===== config.mk =====
export PLATFORM = sky130hd
export DESIGN_NAME = frame_stream_packer_flat
export DESIGN_NICKNAME = d
export VERILOG_FILES = /design/src/rtl/frame_stream_packer_pkg.sv /design/src/rtl/frame_stream_packer_if.sv /design/src/rtl/frame_stream_packer_signal_edge_detect.sv /design/src/rtl/frame_stream_packer.sv /design/src/flat_wrapper.sv
export SDC_FILE = /design/constraint.sdc
export NUM_CORES = 1
export LEC_CHECK = 0
export BUFFER_PORTS_ARGS = -buffer_cell sky130_fd_sc_hd__buf_2
export CORE_MARGIN = 2
export CORE_UTILIZATION = 45
export CTS_CLUSTER_SIZE = 28
export DETAILED_ROUTE_END_ITERATION = 10
export GPL_ROUTABILITY_DRIVEN = 1
export PLACE_DENSITY = 0.77
export SLEW_MARGIN = 20
export SYNTH_ARGS = -nofsm -noshare
export SYNTH_HDL_FRONTEND = slang
export SYNTH_SLANG_ARGS = --single-unit

===== constraint.sdc =====
create_clock -name clk -period 1.6 [get_ports clk]
set_input_delay 0.16 -clock clk [delete_from_list [all_inputs] [get_ports clk]]
set_output_delay 0.16 -clock clk [all_outputs]
set_load 0.05 [all_outputs]

===== src/rtl/frame_stream_packer_pkg.sv =====
// Shared types and queue-entry encodings for the capture pixel queue.
// Latency: n/a (declarations only).
// Backpressure: n/a. The frame uploader imports the marker constants from here.
package FrameStreamTypes;

    typedef enum logic [1:0] {
        ST_IDLE       = 2'd0,
        ST_WAIT_VSYNC = 2'd1,
        ST_WAIT_ROW   = 2'd2,
        ST_IN_ROW     = 2'd3
    } state_t;

    // Bit 16 set marks an in-band framing entry; clear marks a pixel.
    localparam logic [16:0] FRAME_START_MARK = 17'h10000;
    localparam logic [16:0] ROW_START_MARK   = 17'h10001;

    localparam int          COL_W   = 11;
    localparam logic [10:0] COL_MAX = 11'h7FF;

    // The first camera byte of a pair is the high half of the RGB565 word.
    function automatic logic [16:0] pixel_word(input logic [7:0] hi, input logic [7:0] lo);
        return {1'b0, hi, lo};
    endfunction

endpackage


===== src/rtl/frame_stream_packer_if.sv =====
// Camera-side inputs, queue write port and status outputs of the packer.
// Latency: n/a (wiring only).
// Backpressure: queue_full from the queue; writes are dropped, never stalled.
// Ports: start/vsync/href/byte_valid/pixel_byte/queue_full flow into the packer;
//        queue_wr_en/queue_data/capturing/frame_done/overflow/geometry_error flow out.
interface frame_stream_packer_if;
    logic        start;
    logic        vsync;
    logic        href;
    logic        byte_valid;
    logic [7:0]  pixel_byte;
    logic        queue_full;
    logic        queue_wr_en;
    logic [16:0] queue_data;
    logic        capturing;
    logic        frame_done;
    logic        overflow;
    logic        geometry_error;

    // master: camera controller / camera / queue side driving the packer
    modport master (
        output start, vsync, href, byte_valid, pixel_byte, queue_full,
        input  queue_wr_en, queue_data, capturing, frame_done, overflow, geometry_error
    );

    // slave: the packer itself
    modport slave (
        input  start, vsync, href, byte_valid, pixel_byte, queue_full,
        output queue_wr_en, queue_data, capturing, frame_done, overflow, geometry_error
    );
endinterface


===== src/rtl/frame_stream_packer_signal_edge_detect.sv =====
// Rise/fall detector against a one-cycle registered copy of the input.
// Latency: edges are flagged in the same cycle the new level is sampled.
// Backpressure: none.
// Ports: clk, reset (sync, active-high), sig in; rise, fall out.
module signal_edge_detect (
    input  logic clk,
    input  logic reset,
    input  logic sig,
    output logic rise,
    output logic fall
);
    logic sig_d;

    always_ff @(posedge clk) begin
        if (reset) begin
            sig_d <= 1'b0;
        end else begin
            sig_d <= sig;
        end
    end

    assign rise = sig & ~sig_d;
    assign fall = ~sig & sig_d;
endmodule


===== src/rtl/frame_stream_packer.sv =====
// Packs OV7670 byte pairs into RGB565 queue entries with in-band frame/row markers.
// Latency: one cycle from the sampled vsync fall, href rise or second byte to queue_wr_en.
// Backpressure: a write meeting queue_full is dropped and flags sticky overflow; no stall.
// Ports: clk, reset (sync, active-high), bus (frame_stream_packer_if.slave).
module frame_stream_packer
    import FrameStreamTypes::*;
#(
    parameter int FRAME_WIDTH  = 640,
    parameter int FRAME_HEIGHT = 480
) (
    input  logic                  clk,
    input  logic                  reset,
    frame_stream_packer_if.slave  bus
);
    localparam int                ROW_W     = $clog2(FRAME_HEIGHT + 1);
    localparam logic [ROW_W-1:0]  LAST_ROW  = ROW_W'(FRAME_HEIGHT - 1);
    localparam logic [COL_W-1:0]  WIDTH_CNT = COL_W'(FRAME_WIDTH);

    state_t             state;
    logic [ROW_W-1:0]   row_cnt;
    logic [COL_W-1:0]   col_cnt;
    logic               phase;      // 1: high byte latched, waiting for low byte
    logic [7:0]         hi_byte;

    logic vsync_rise, vsync_fall, href_rise, href_fall;

    signal_edge_detect u_vsync_edge (
        .clk   (clk),
        .reset (reset),
        .sig   (bus.vsync),
        .rise  (vsync_rise),
        .fall  (vsync_fall)
    );

    signal_edge_detect u_href_edge (
        .clk   (clk),
        .reset (reset),
        .sig   (bus.href),
        .rise  (href_rise),
        .fall  (href_fall)
    );

    // Write request for this cycle. Only one source can be active per state,
    // so markers and pixels never compete for the single write slot.
    logic        emit_req;
    logic [16:0] emit_val;

    always_comb begin
        emit_req = 1'b0;
        emit_val = '0;
        case (state)
            ST_WAIT_VSYNC: begin
                if (vsync_fall) begin
                    emit_req = 1'b1;
                    emit_val = FRAME_START_MARK;
                end
            end
            ST_WAIT_ROW: begin
                if (href_rise) begin
                    emit_req = 1'b1;
                    emit_val = ROW_START_MARK;
                end
            end
            ST_IN_ROW: begin
                // A strobe coinciding with the href fall is outside the row.
                if (!href_fall && bus.byte_valid && phase) begin
                    emit_req = 1'b1;
                    emit_val = pixel_word(hi_byte, bus.pixel_byte);
                end
            end
            default: begin
                emit_req = 1'b0;
            end
        endcase
    end

    always_ff @(posedge clk) begin
        if (reset) begin
            state              <= ST_IDLE;
            row_cnt            <= '0;
            col_cnt            <= '0;
            phase              <= 1'b0;
            hi_byte            <= '0;
            bus.queue_wr_en    <= 1'b0;
            bus.queue_data     <= '0;
            bus.capturing      <= 1'b0;
            bus.frame_done     <= 1'b0;
            bus.overflow       <= 1'b0;
            bus.geometry_error <= 1'b0;
        end else begin
            bus.frame_done  <= 1'b0;
            bus.queue_wr_en <= emit_req && !bus.queue_full;
            if (emit_req && !bus.queue_full) begin
                bus.queue_data <= emit_val;
            end
            if (emit_req && bus.queue_full) begin
                bus.overflow <= 1'b1;
            end

            case (state)
                ST_IDLE: begin
                    if (bus.start) begin
                        state              <= ST_WAIT_VSYNC;
                        bus.capturing      <= 1'b1;
                        bus.overflow       <= 1'b0;
                        bus.geometry_error <= 1'b0;
                        row_cnt            <= '0;
                        col_cnt            <= '0;
                        phase              <= 1'b0;
                    end
                end

                ST_WAIT_VSYNC: begin
                    if (vsync_fall) begin
                        state <= ST_WAIT_ROW;
                    end
                end

                ST_WAIT_ROW: begin
                    if (href_rise) begin
                        state   <= ST_IN_ROW;
                        col_cnt <= '0;
                        if (bus.byte_valid) begin
                            hi_byte <= bus.pixel_byte;
                            phase   <= 1'b1;
                        end else begin
                            phase   <= 1'b0;
                        end
                    end else if (vsync_rise) begin
                        // Frame ended before all rows arrived.
                        state              <= ST_IDLE;
                        bus.capturing      <= 1'b0;
                        bus.frame_done     <= 1'b1;
                        bus.geometry_error <= 1'b1;
                    end
                end

                ST_IN_ROW: begin
                    if (href_fall) begin
                        phase <= 1'b0;   // an orphan high byte is discarded
                        if (phase || (col_cnt != WIDTH_CNT)) begin
                            bus.geometry_error <= 1'b1;
                        end
                        if (row_cnt == LAST_ROW) begin
                            state          <= ST_IDLE;
                            bus.capturing  <= 1'b0;
                            bus.frame_done <= 1'b1;
                        end else begin
                            row_cnt <= row_cnt + 1'b1;
                            state   <= ST_WAIT_ROW;
                        end
                    end else if (bus.byte_valid) begin
                        if (!phase) begin
                            hi_byte <= bus.pixel_byte;
                            phase   <= 1'b1;
                        end else begin
                            phase <= 1'b0;
                            // Saturate so a runaway row still reads as a width error.
                            if (col_cnt != COL_MAX) begin
                                col_cnt <= col_cnt + 1'b1;
                            end
                        end
                    end
                end

                default: begin
                    state <= ST_IDLE;
                end
            endcase
        end
    end

endmodule


===== src/flat_wrapper.sv =====
// flat-port wrapper written by rule: the top's interface ports become plain ports
module frame_stream_packer_flat import FrameStreamTypes::*;
#(
    parameter int FRAME_WIDTH  = 640,
    parameter int FRAME_HEIGHT = 480
)
  (clk, reset, bus_start, bus_vsync, bus_href, bus_byte_valid, bus_pixel_byte, bus_queue_full, bus_queue_wr_en, bus_queue_data, bus_capturing, bus_frame_done, bus_overflow, bus_geometry_error);
  frame_stream_packer_if bus_i ();
  input  logic clk;
  input  logic reset;
  input wire logic [$bits(bus_i.start)-1:0] bus_start;
  input wire logic [$bits(bus_i.vsync)-1:0] bus_vsync;
  input wire logic [$bits(bus_i.href)-1:0] bus_href;
  input wire logic [$bits(bus_i.byte_valid)-1:0] bus_byte_valid;
  input wire logic [$bits(bus_i.pixel_byte)-1:0] bus_pixel_byte;
  input wire logic [$bits(bus_i.queue_full)-1:0] bus_queue_full;
  output wire logic [$bits(bus_i.queue_wr_en)-1:0] bus_queue_wr_en;
  output wire logic [$bits(bus_i.queue_data)-1:0] bus_queue_data;
  output wire logic [$bits(bus_i.capturing)-1:0] bus_capturing;
  output wire logic [$bits(bus_i.frame_done)-1:0] bus_frame_done;
  output wire logic [$bits(bus_i.overflow)-1:0] bus_overflow;
  output wire logic [$bits(bus_i.geometry_error)-1:0] bus_geometry_error;
  assign bus_i.start = bus_start;
  assign bus_i.vsync = bus_vsync;
  assign bus_i.href = bus_href;
  assign bus_i.byte_valid = bus_byte_valid;
  assign bus_i.pixel_byte = bus_pixel_byte;
  assign bus_i.queue_full = bus_queue_full;
  assign bus_queue_wr_en = bus_i.queue_wr_en;
  assign bus_queue_data = bus_i.queue_data;
  assign bus_capturing = bus_i.capturing;
  assign bus_frame_done = bus_i.frame_done;
  assign bus_overflow = bus_i.overflow;
  assign bus_geometry_error = bus_i.geometry_error;
  frame_stream_packer #(.FRAME_WIDTH(FRAME_WIDTH), .FRAME_HEIGHT(FRAME_HEIGHT)) u_core (.clk(clk), .reset(reset), .bus(bus_i));
endmodule

# After elaboration in Yosys (flattened, before gate mapping)
# Cells that the tools add are included.
[classes]
n_addsub = 2
reduce_logical = 18
muxes = 58
n_bitwise = 8
n_eq_ne = 23
[ops]
columns = ["op", "count"]
rows = [
  ["11-bit two-way mux", 6],
  ["17-bit case mux with 3 select lines", 1],
  ["8-bit two-way mux", 5],
  ["17-bit two-way mux", 2],
  ["11-bit case mux with 3 select lines", 1],
  ["9-bit two-way mux", 3],
  ["1-bit two-way mux", 25],
  ["2-bit inequality test (second input constant)", 9],
  ["9-bit case mux with 2 select lines", 1],
  ["6-bit AND reduction", 3],
  ["16-bit two-way mux", 1],
  ["8-bit case mux with 2 select lines", 1],
  ["2-bit two-way mux", 6],
  ["2-bit by 1-bit inequality test with 1-bit output (second input constant)", 6],
  ["1-bit case mux with 3 select lines", 4],
  ["4-bit AND reduction", 3],
  ["11-bit by 1-bit adder with 11-bit output (second input constant)", 1],
  ["11-bit by 10-bit inequality test with 1-bit output (second input constant)", 1],
  ["11-bit inequality test (second input constant)", 1],
  ["9-bit by 1-bit adder with 9-bit output (second input constant)", 1],
  ["9-bit == test (second input constant)", 1],
  ["2-bit case mux with 4 select lines", 1],
  ["7-bit AND reduction", 1],
  ["3-bit by 2-bit inequality test with 1-bit output (second input constant)", 2],
  ["other kinds (11)", 23],
]
[word_totals]
output_inout_bits = 22
wordCells = 122
ff_bits = 55

# Logic depth before layout (Yosys ltp)
# Gate-level depths: netlist of the first run.
[logic_depth]
word_depth = 11
mapped_depth = 7

# By module
# From an unflattened synthesis of the first run, not the netlist that was laid out.
[hier_totals]
cells_unflattened = 276
hier_area_um2 = 2481.1
[by_module_without_submodules]
columns = ["mod", "cells_each", "n_inst", "seq_area_each_um2", "area_per_inst_um2"]
rows = [
  ["frame_stream_packer", 268, 1, 1061.0, 2403.6],
  ["signal_edge_detect", 4, 2, 20.0, 38.8],
]

# Least setup slack after synthesis of the first run
# OpenSTA, ideal clock, no wires.
[synth_timing]
kind = "reg-to-reg"
start = "register u_core.col_cnt[0]"
end = "register u_core.col_cnt[3]"
arrival_ns = 1.623
path_stages_with_launch = 8
slack_ns = -0.139
cell_sequence = "dfxtp_1 -> ha_1 -> nand3_1 -> nor4_1 -> or3_1 -> buf_2 -> nor2_1 -> o22a_1"
[synth_via]
elab_chain_cells = 6
word_cells_on_any_way = 9
[synth_lines]
columns = ["element", "line_no", "source"]
rows = [
  ["start, declared", "frame_stream_packer.sv:21", "logic [COL_W-1:0] col_cnt;"],
  ["start signal, assigned", "frame_stream_packer.sv:160", "col_cnt <= col_cnt + 1'b1;"],
  ["11-bit by 1-bit adder with 11-bit output", "frame_stream_packer.sv:160", ""],
  ["11-bit two-way mux", "frame_stream_packer.sv:159", "if (col_cnt != COL_MAX) begin"],
  ["11-bit two-way mux", "frame_stream_packer.sv:153", "if (!phase) begin"],
  ["11-bit two-way mux", "frame_stream_packer.sv:152", "end else if (bus.byte_valid) begin"],
  ["11-bit two-way mux", "frame_stream_packer.sv:139", "if (href_fall) begin"],
  ["11-bit case mux with 3 select lines", "frame_stream_packer.sv:100", "case (state)"],
]
# Several ways; a longest one is shown, not always the timed one. The select of a mux whose other input is x is not followed.
# A chain may end at the register's enable or synchronous reset.

# Worst setup path in the final report of the first run
[layout_timing]
start = "register u_core.col_cnt[9]"
end = "register u_core.col_cnt[8]"
[layout_via]
elab_chain_cells = 3
[layout_lines]
columns = ["element", "line_no"]
rows = [
  ["11-bit inequality test", "frame_stream_packer.sv:159"],
  ["2-bit by 1-bit inequality test with 1-bit output (no line)", "-"],
  ["7-bit AND reduction (no line)", "-"],
]
# Every way passes these cells.

==> results of run 1 <==
-- sequential cells by signal, summed over array words and instances (netlist names) --
name and count:
u_core.row_cnt 9, u_core.bus.queue_wr_en 1, u_core.state 2, u_core.phase 1
u_core.hi_byte 8, u_core.bus.geometry_error 1, u_core.col_cnt 11, u_core.bus.capturing 1
u_core.u_href_edge.sig_d 1, u_core.bus.queue_data 17, u_core.bus.frame_done 1, u_core.bus.overflow 1
u_core.u_vsync_edge.sig_d 1
-- timing repair --
action	in CTS	in global routing
pin swaps	5	7
gates cloned	0	1
resized for setup	12	16
setup endpoints to repair	30	38
setup buffers	3	4
-- cell type report --
class	count	area, um^2
Tap cell	70	87.6
Clock buffer	5	68.8
Multi-Input combinational cell	192	1330
Fill cell	427	1930
Sequential cell	55	1110
Timing Repair Buffer	80	536
Clock inverter	3	22.5
Inverter	7	26.3
-- metal layers --
metal | GRT usage | share of wire | routed length, um | vias up
met5 | 0 | 0 | 0 | -
met4 | 0.0625 | 0.016 | 95 | 0
met3 | 0.0365 | 0.035 | 208 | 10
met2 | 0.339 | 0.50 | 2970 | 46
met1 | 0.259 | 0.45 | 2640 | 1036
li1 | - | - | - | 1102
-- cell families after synthesis --
| logic type | Yosys count | synth area share |
|---|---|---|
| DFF | 55 | 0.460 |
| xor gates and xnor gates | 7 | 0.0256 |
| AOI/OAI and AO/OA | 58 | 0.179 |
| muxes | 10 | 0.0418 |
| buffers and inverters | 17 | 0.0329 |
| and+or+nand+nor | 113 | 0.245 |
| adders and majority gates | 3 | 0.0157 |
-- report_power, final --
part           internal (W)  leakage [nW]  total (W)  switching, W
sequential          0.00138         0.446    0.00139     0.0000135
combinational      0.000122         0.808   0.000273      0.000151
clock              0.000318        0.0489   0.000795      0.000477
-- placed cells by master, fill, tap and decap left out, types with 3 or more instances in the layout --
cell       n
buf_4     42
nand4_1    4
nor2_1    38
xor2_1     7
a21oi_1    9
mux2i_1   10
a22o_1    15
nand2b_1   3
nand2_1   25
nor3_1     3
o21ai_0    5
a21oi_2    3
a31oi_1    4
o22a_1     5
buf_2     36
dfxtp_1   51
nand3_1    9
clkbuf_8   5
inv_1      7
nor4_1     3
-- metrics by stage --
step	utilization	std cells	hold WS, ns	setup slack (ns)	TNS (ns)
after global routing	0.622	412	0.0771	-0.0506	-0.237
final	0.622	412	0.0762	0.0164	0
after detailed placement	0.569	396	0.401	-0.241	-3.79
after global placement	0.569	396	0.395	-0.127	-2.18
after floorplan	-	263	0.238	0.0115	0
after CTS	0.601	407	0.0720	-0.0201	-0.0201
-- worst register-to-register path, cell delays in order, from the launching register on --
cell	delay, ns
dfxtp_1	0.40
nand4_1	0.20
nor4_4	0.31
a21oi_2	0.10
buf_4	0.15
buf_4	0.12
a311oi_1	0.22
-- how the worst max path moves through the flow --
stage | start | end | slack [ns] | cells past startpoint
2_1_floorplan | u_core.state[0] | u_core.bus.queue_data[10] | 0.01 | 7
5_1_grt | u_core.col_cnt[1] | u_core.col_cnt[8] | -0.05 | 7
3_3_place_gp | u_core.state[0] | u_core.bus.queue_data[3] | -0.13 | 4
6_report | u_core.col_cnt[9] | u_core.col_cnt[8] | 0.02 | 6
4_1_cts | u_core.col_cnt[0] | u_core.col_cnt[8] | -0.02 | 7
3_5_place_dp | u_core.state[0] | u_core.bus.queue_data[5] | -0.24 | 4
==> impl_metrics.yaml, run 1 <==
cts:
  ctsHoldBuffers: 0
  clock_latency_ns: 0.31
  htreeDepth: 2
  clk_pin_slew_ns: 0.10
  tritoncts: "built"
  ctsRootBufferMaster: "clkbuf_8"
  cts_max_path_buffers: 2
  cts_inserted_buffers: 5
  cts.sinks: 55
synth:
  synth-edff-count: 0
  netlist_area_mm2: 0.00240
  synth_common_cells: "dfxtp_1 (55), nor2_1 (39), nand2_1 (25), a22o_1 (15)"
  synthTopCellsByArea: "dfxtp_1 (46%), nor2_1 (6.1%), a22o_1 (5.5%)"
  syn_area_per_cell_um2: 9.11
  ys_async_sr_fraction: 0
  syn-num-nets: 281
  synth.distinct_cells: 52
  synth_top_area_frac: 0.460
  synth-main-ff-cell: "dfxtp_1"
  yosysMostFrequentCell: "dfxtp_1"
  ys_ff_latch: 55
  synth_top_cell_by_area: "dfxtp_1"
  seq_area_frac_synth: 0.460
  netlist_instances: 263
  ys_warn_count: 0
floorplanning:
  rows: 26
  start_util: 0.469
  die_x_um: 77.0
  core_area_mm2: 0.00511
  die_h_um: 77.0
  pin_count: 37
  die_area_mm2: 0.00592
sta:
  maxSlewHeadroom: 0.795
  final-setup-viol-count: 0
  slew_violations: 0
  rsz0062_at_grt: "yes"
  hold_viol: 0
  clock_skew_ns: 0.00816
  fmax_ghz: 0.631
  worst_pin_slew_ns: 0.305
  period_needed_ns: 1.58
  min_period_over_period: 0.990
grt:
  antenna_found_initial: 0
  grt_pass1_vias: 2094
  grt_pass1_wl_um: 9670
  grt_start_max_net_pins: 19
  grt-ovfl-total: 0
  grt_use_total: 0.200
routing:
  drc: 0
  post_drt_wl_per_cell_um: 14.3
  vias: 2194
  drt_iter0_drc: 144
  viasPerCell: 5.33
  ant_nets: 0
  dr.pass1.iters: 4
  wirelength_um: 5910
setup_path:
  worst-r2r-cell-count: 6
  required_ns: 1.83
  setup.worst_path.end_class: "flop"
  cp_top_family: "simple AND/OR/NAND/NOR gates"
  r2r_setup_slack_ns: 0.02
  cp_num_buf_inv: 2
  cp_data_arrival_time_ns: 1.82
  critPathMaxStageDelay_ns: 0.40
  worstSetupPathType: "flop to flop"
  slowest_stage: "dfxtp_1"
  r2r_end: "u_core.col_cnt[8]"
  cp_cell_sequence: "nand4_1 > nor4_4 > a21oi_2 > buf_4 > buf_4 > a311oi_1"
  r2r-start: "u_core.col_cnt[9]"
  crit_top_cell: "buf_4"
  crit_fanout: 4
  cp-start-kind: "flop"
finish:
  area_delta_synth_final_pct: 32.6
  layout-drive-gt1-share: 0.354
  final_cell_area_mm2: 0.00318
  nNetsFinal: 359
  antenna_cells: 0
status:
  status: "complete, no violations"
pwr:
  max-vdd-ir-drop_mv: 0.453
  power_leakage_nw: 1.30
  p_per_area_mw_per_mm2: 775
  power.total_w: 0.00246
min_path:
  min_to: "u_core.bus.queue_data[7]"
  hp-class: "input pin to flop"
  hold_depth: 2
  hp-start: "bus_pixel_byte[7]"
placed_design:
  dp.final_hpwl_um: 4070
  place_congestion: 0.849
  io_buffers: 36
  placed_area_mm2: 0.00291
job:
  drv_cap: 0
Power figures use the tool's default switching activity.
==> run 2: changes to the inputs <==
- CTS_BUF_LIST: unset -> sky130_fd_sc_hd__clkbuf_16
==> run 2 against run 1 <==
Net effect:
- largest power group unchanged
- highest routed layer unchanged
- largest cell class unchanged
- sequential cell count did not move
- clock power rose by 37%
- register-to-register slack barely moved
- clock skew fell by 0.0042 ns
- worst hold slack improved by 0.025 ns
- final area rose by 2.5%
- utilization rose by 1.5 points
- sequential power barely moved
- power rose by 12%
- die area did not move
- non-clock buffer count did not move
==> impl_metrics.yaml, run 2 (same netlist as run 1, synthesis figures left out) <==
finish:
  nNetsFinal: 358
  layout-drive-gt1-share: 0.361
  area_delta_synth_final_pct: 35.9
  final_cell_mix: "dfxtp_1 (50), buf_4 (41), nor2_1 (38)"
  antenna_cells: 0
  final_common_cell: "dfxtp_1"
  top_regs: "u_core.bus.queue_data x17, u_core.col_cnt x11, u_core.row_cnt x9"
  top_register: "u_core.bus.queue_data"
  fin_util: 0.638
  largest_reg_flops: 17
  fin_cells: 411
routing:
  drc: 0
  viasPerCell: 5.46
  wirelength_um: 6090
  wl_met3_um: 240
  topRoutingLayerUsed: "met4"
  wl_met1_um: 2610
  vias: 2243
  drt_iter0_drc: 193
  wl_met2_um: 3080
  post_drt_wl_per_cell_um: 14.8
  dr.pass1.iters: 4
  ant_nets: 0
placed_design:
  dp.final_hpwl_um: 4070
  dp.cells: 396
  place_congestion: 0.849
  io_buffers: 36
grt:
  grt_pass1_wl_um: 9500
  antenna_found_initial: 0
  grt_use_total: 0.198
  grt_pass1_vias: 2049
  grt-ovfl-total: 0
  grt_start_max_net_pins: 19
floorplanning:
  core_area_mm2: 0.00511
  die_area_mm2: 0.00592
  die_h_um: 77.0
  start_util: 0.469
  die_x_um: 77.0
  pin_count: 37
  rows: 26
pwr:
  max-vdd-ir-drop_mv: 0.535
  power_leakage_nw: 1.34
  p_per_area_mw_per_mm2: 849
sta:
  rsz0062_at_grt: "yes"
  worst_pin_slew_ns: 0.383
  slew_violations: 0
  fmax_ghz: 0.630
  hold_viol: 0
  setup_tns_ns: 0
  maxSlewHeadroom: 0.742
  clock_skew_ns: 0.00393
  holdWs_ns: 0.101
  period_needed_ns: 1.59
  final-setup-viol-count: 0
  min_period_over_period: 0.993
status:
  status: "complete, no violations"
cts:
  clock_latency_ns: 0.29
  ctsRootBufferMaster: "clkbuf_16"
  ctsHoldBuffers: 0
  clk_pin_slew_ns: 0.07
  htreeDepth: 2
  cts_inserted_buffers: 5
  cts_max_path_buffers: 2
  tritoncts: "built"
  cts.sinks: 55
min_path:
  hold_depth: 2
  hp-class: "input pin to flop"
setup_path:
  cp-start-kind: "flop"
  crit_fanout: 5
  required_ns: 1.79
  worstSetupPathType: "flop to flop"
  cp_data_arrival_time_ns: 1.78
  worst-r2r-cell-count: 7
  setup.worst_path.end_class: "flop"
job:
  drv_cap: 0
==> run 2: worst paths after layout <==
path	start	slack (ns)	to
setup / recovery	u_core.state[0]	0.01	u_core.col_cnt[9]
hold / removal	bus_pixel_byte[7]	0.10	u_core.bus.queue_data[7]
setup reg to reg	u_core.state[0]	0.01	u_core.col_cnt[9]
hold reg to reg	u_core.bus.queue_data[6]	0.47	u_core.bus.queue_data[6]
==> run 2: area by class of cell <==
class | instances | area (um^2)
multi-input cells | 191 | 1350
clock inverters | 3 | 22.5
repair buffers | 80 | 539
inverters | 7 | 26.3
clock buffers | 5 | 125
fillers | 418 | 1850
well taps | 70 | 87.6
flip-flops and latches | 55 | 1110
==> run 2: routing by layer <==
metal,up-vias,GRT usage
met5,-,0
met4,0,0.0518
met3,17,0.0388
met2,49,0.332
met1,1080,0.261
li1,1097,-
==> run 2: critical path, cell delays in order, from the launching register on <==
cell       delay [ns]
dfxtp_4          0.37
nor3b_4          0.24
buf_4            0.15
a21oi_2          0.07
a21oi_2          0.26
buf_4            0.18
o2bb2ai_1        0.05
a21o_1           0.17
==> run 2: power breakdown <==
part	total (W)	switching [W]	leakage [nW]	internal, W
logic	0.000275	0.000152	0.815	0.000123
clock network	0.00109	0.000505	0.0746	0.000589
registers	0.00139	0.0000135	0.447	0.00138
==> run 2: timing repair <==
action | in CTS | in global routing
buffers inserted | 1 | 6
setup endpoints to repair | 28 | 40
pin swaps | 2 | 11
gates cloned | 0 | 0
gates resized for setup | 11 | 22
==> run 2: per-stage QoR <==
step,area [um^2],power [W],setup WS [ns]
finish,3260,0.00276,0.0118
global route,3260,0.00287,-0.0521
CTS,3110,0.00275,0.0120
detailed placement,2910,0.00166,-0.241
global placement,2910,0.00165,-0.127
floorplan,2400,0.00155,0.0115
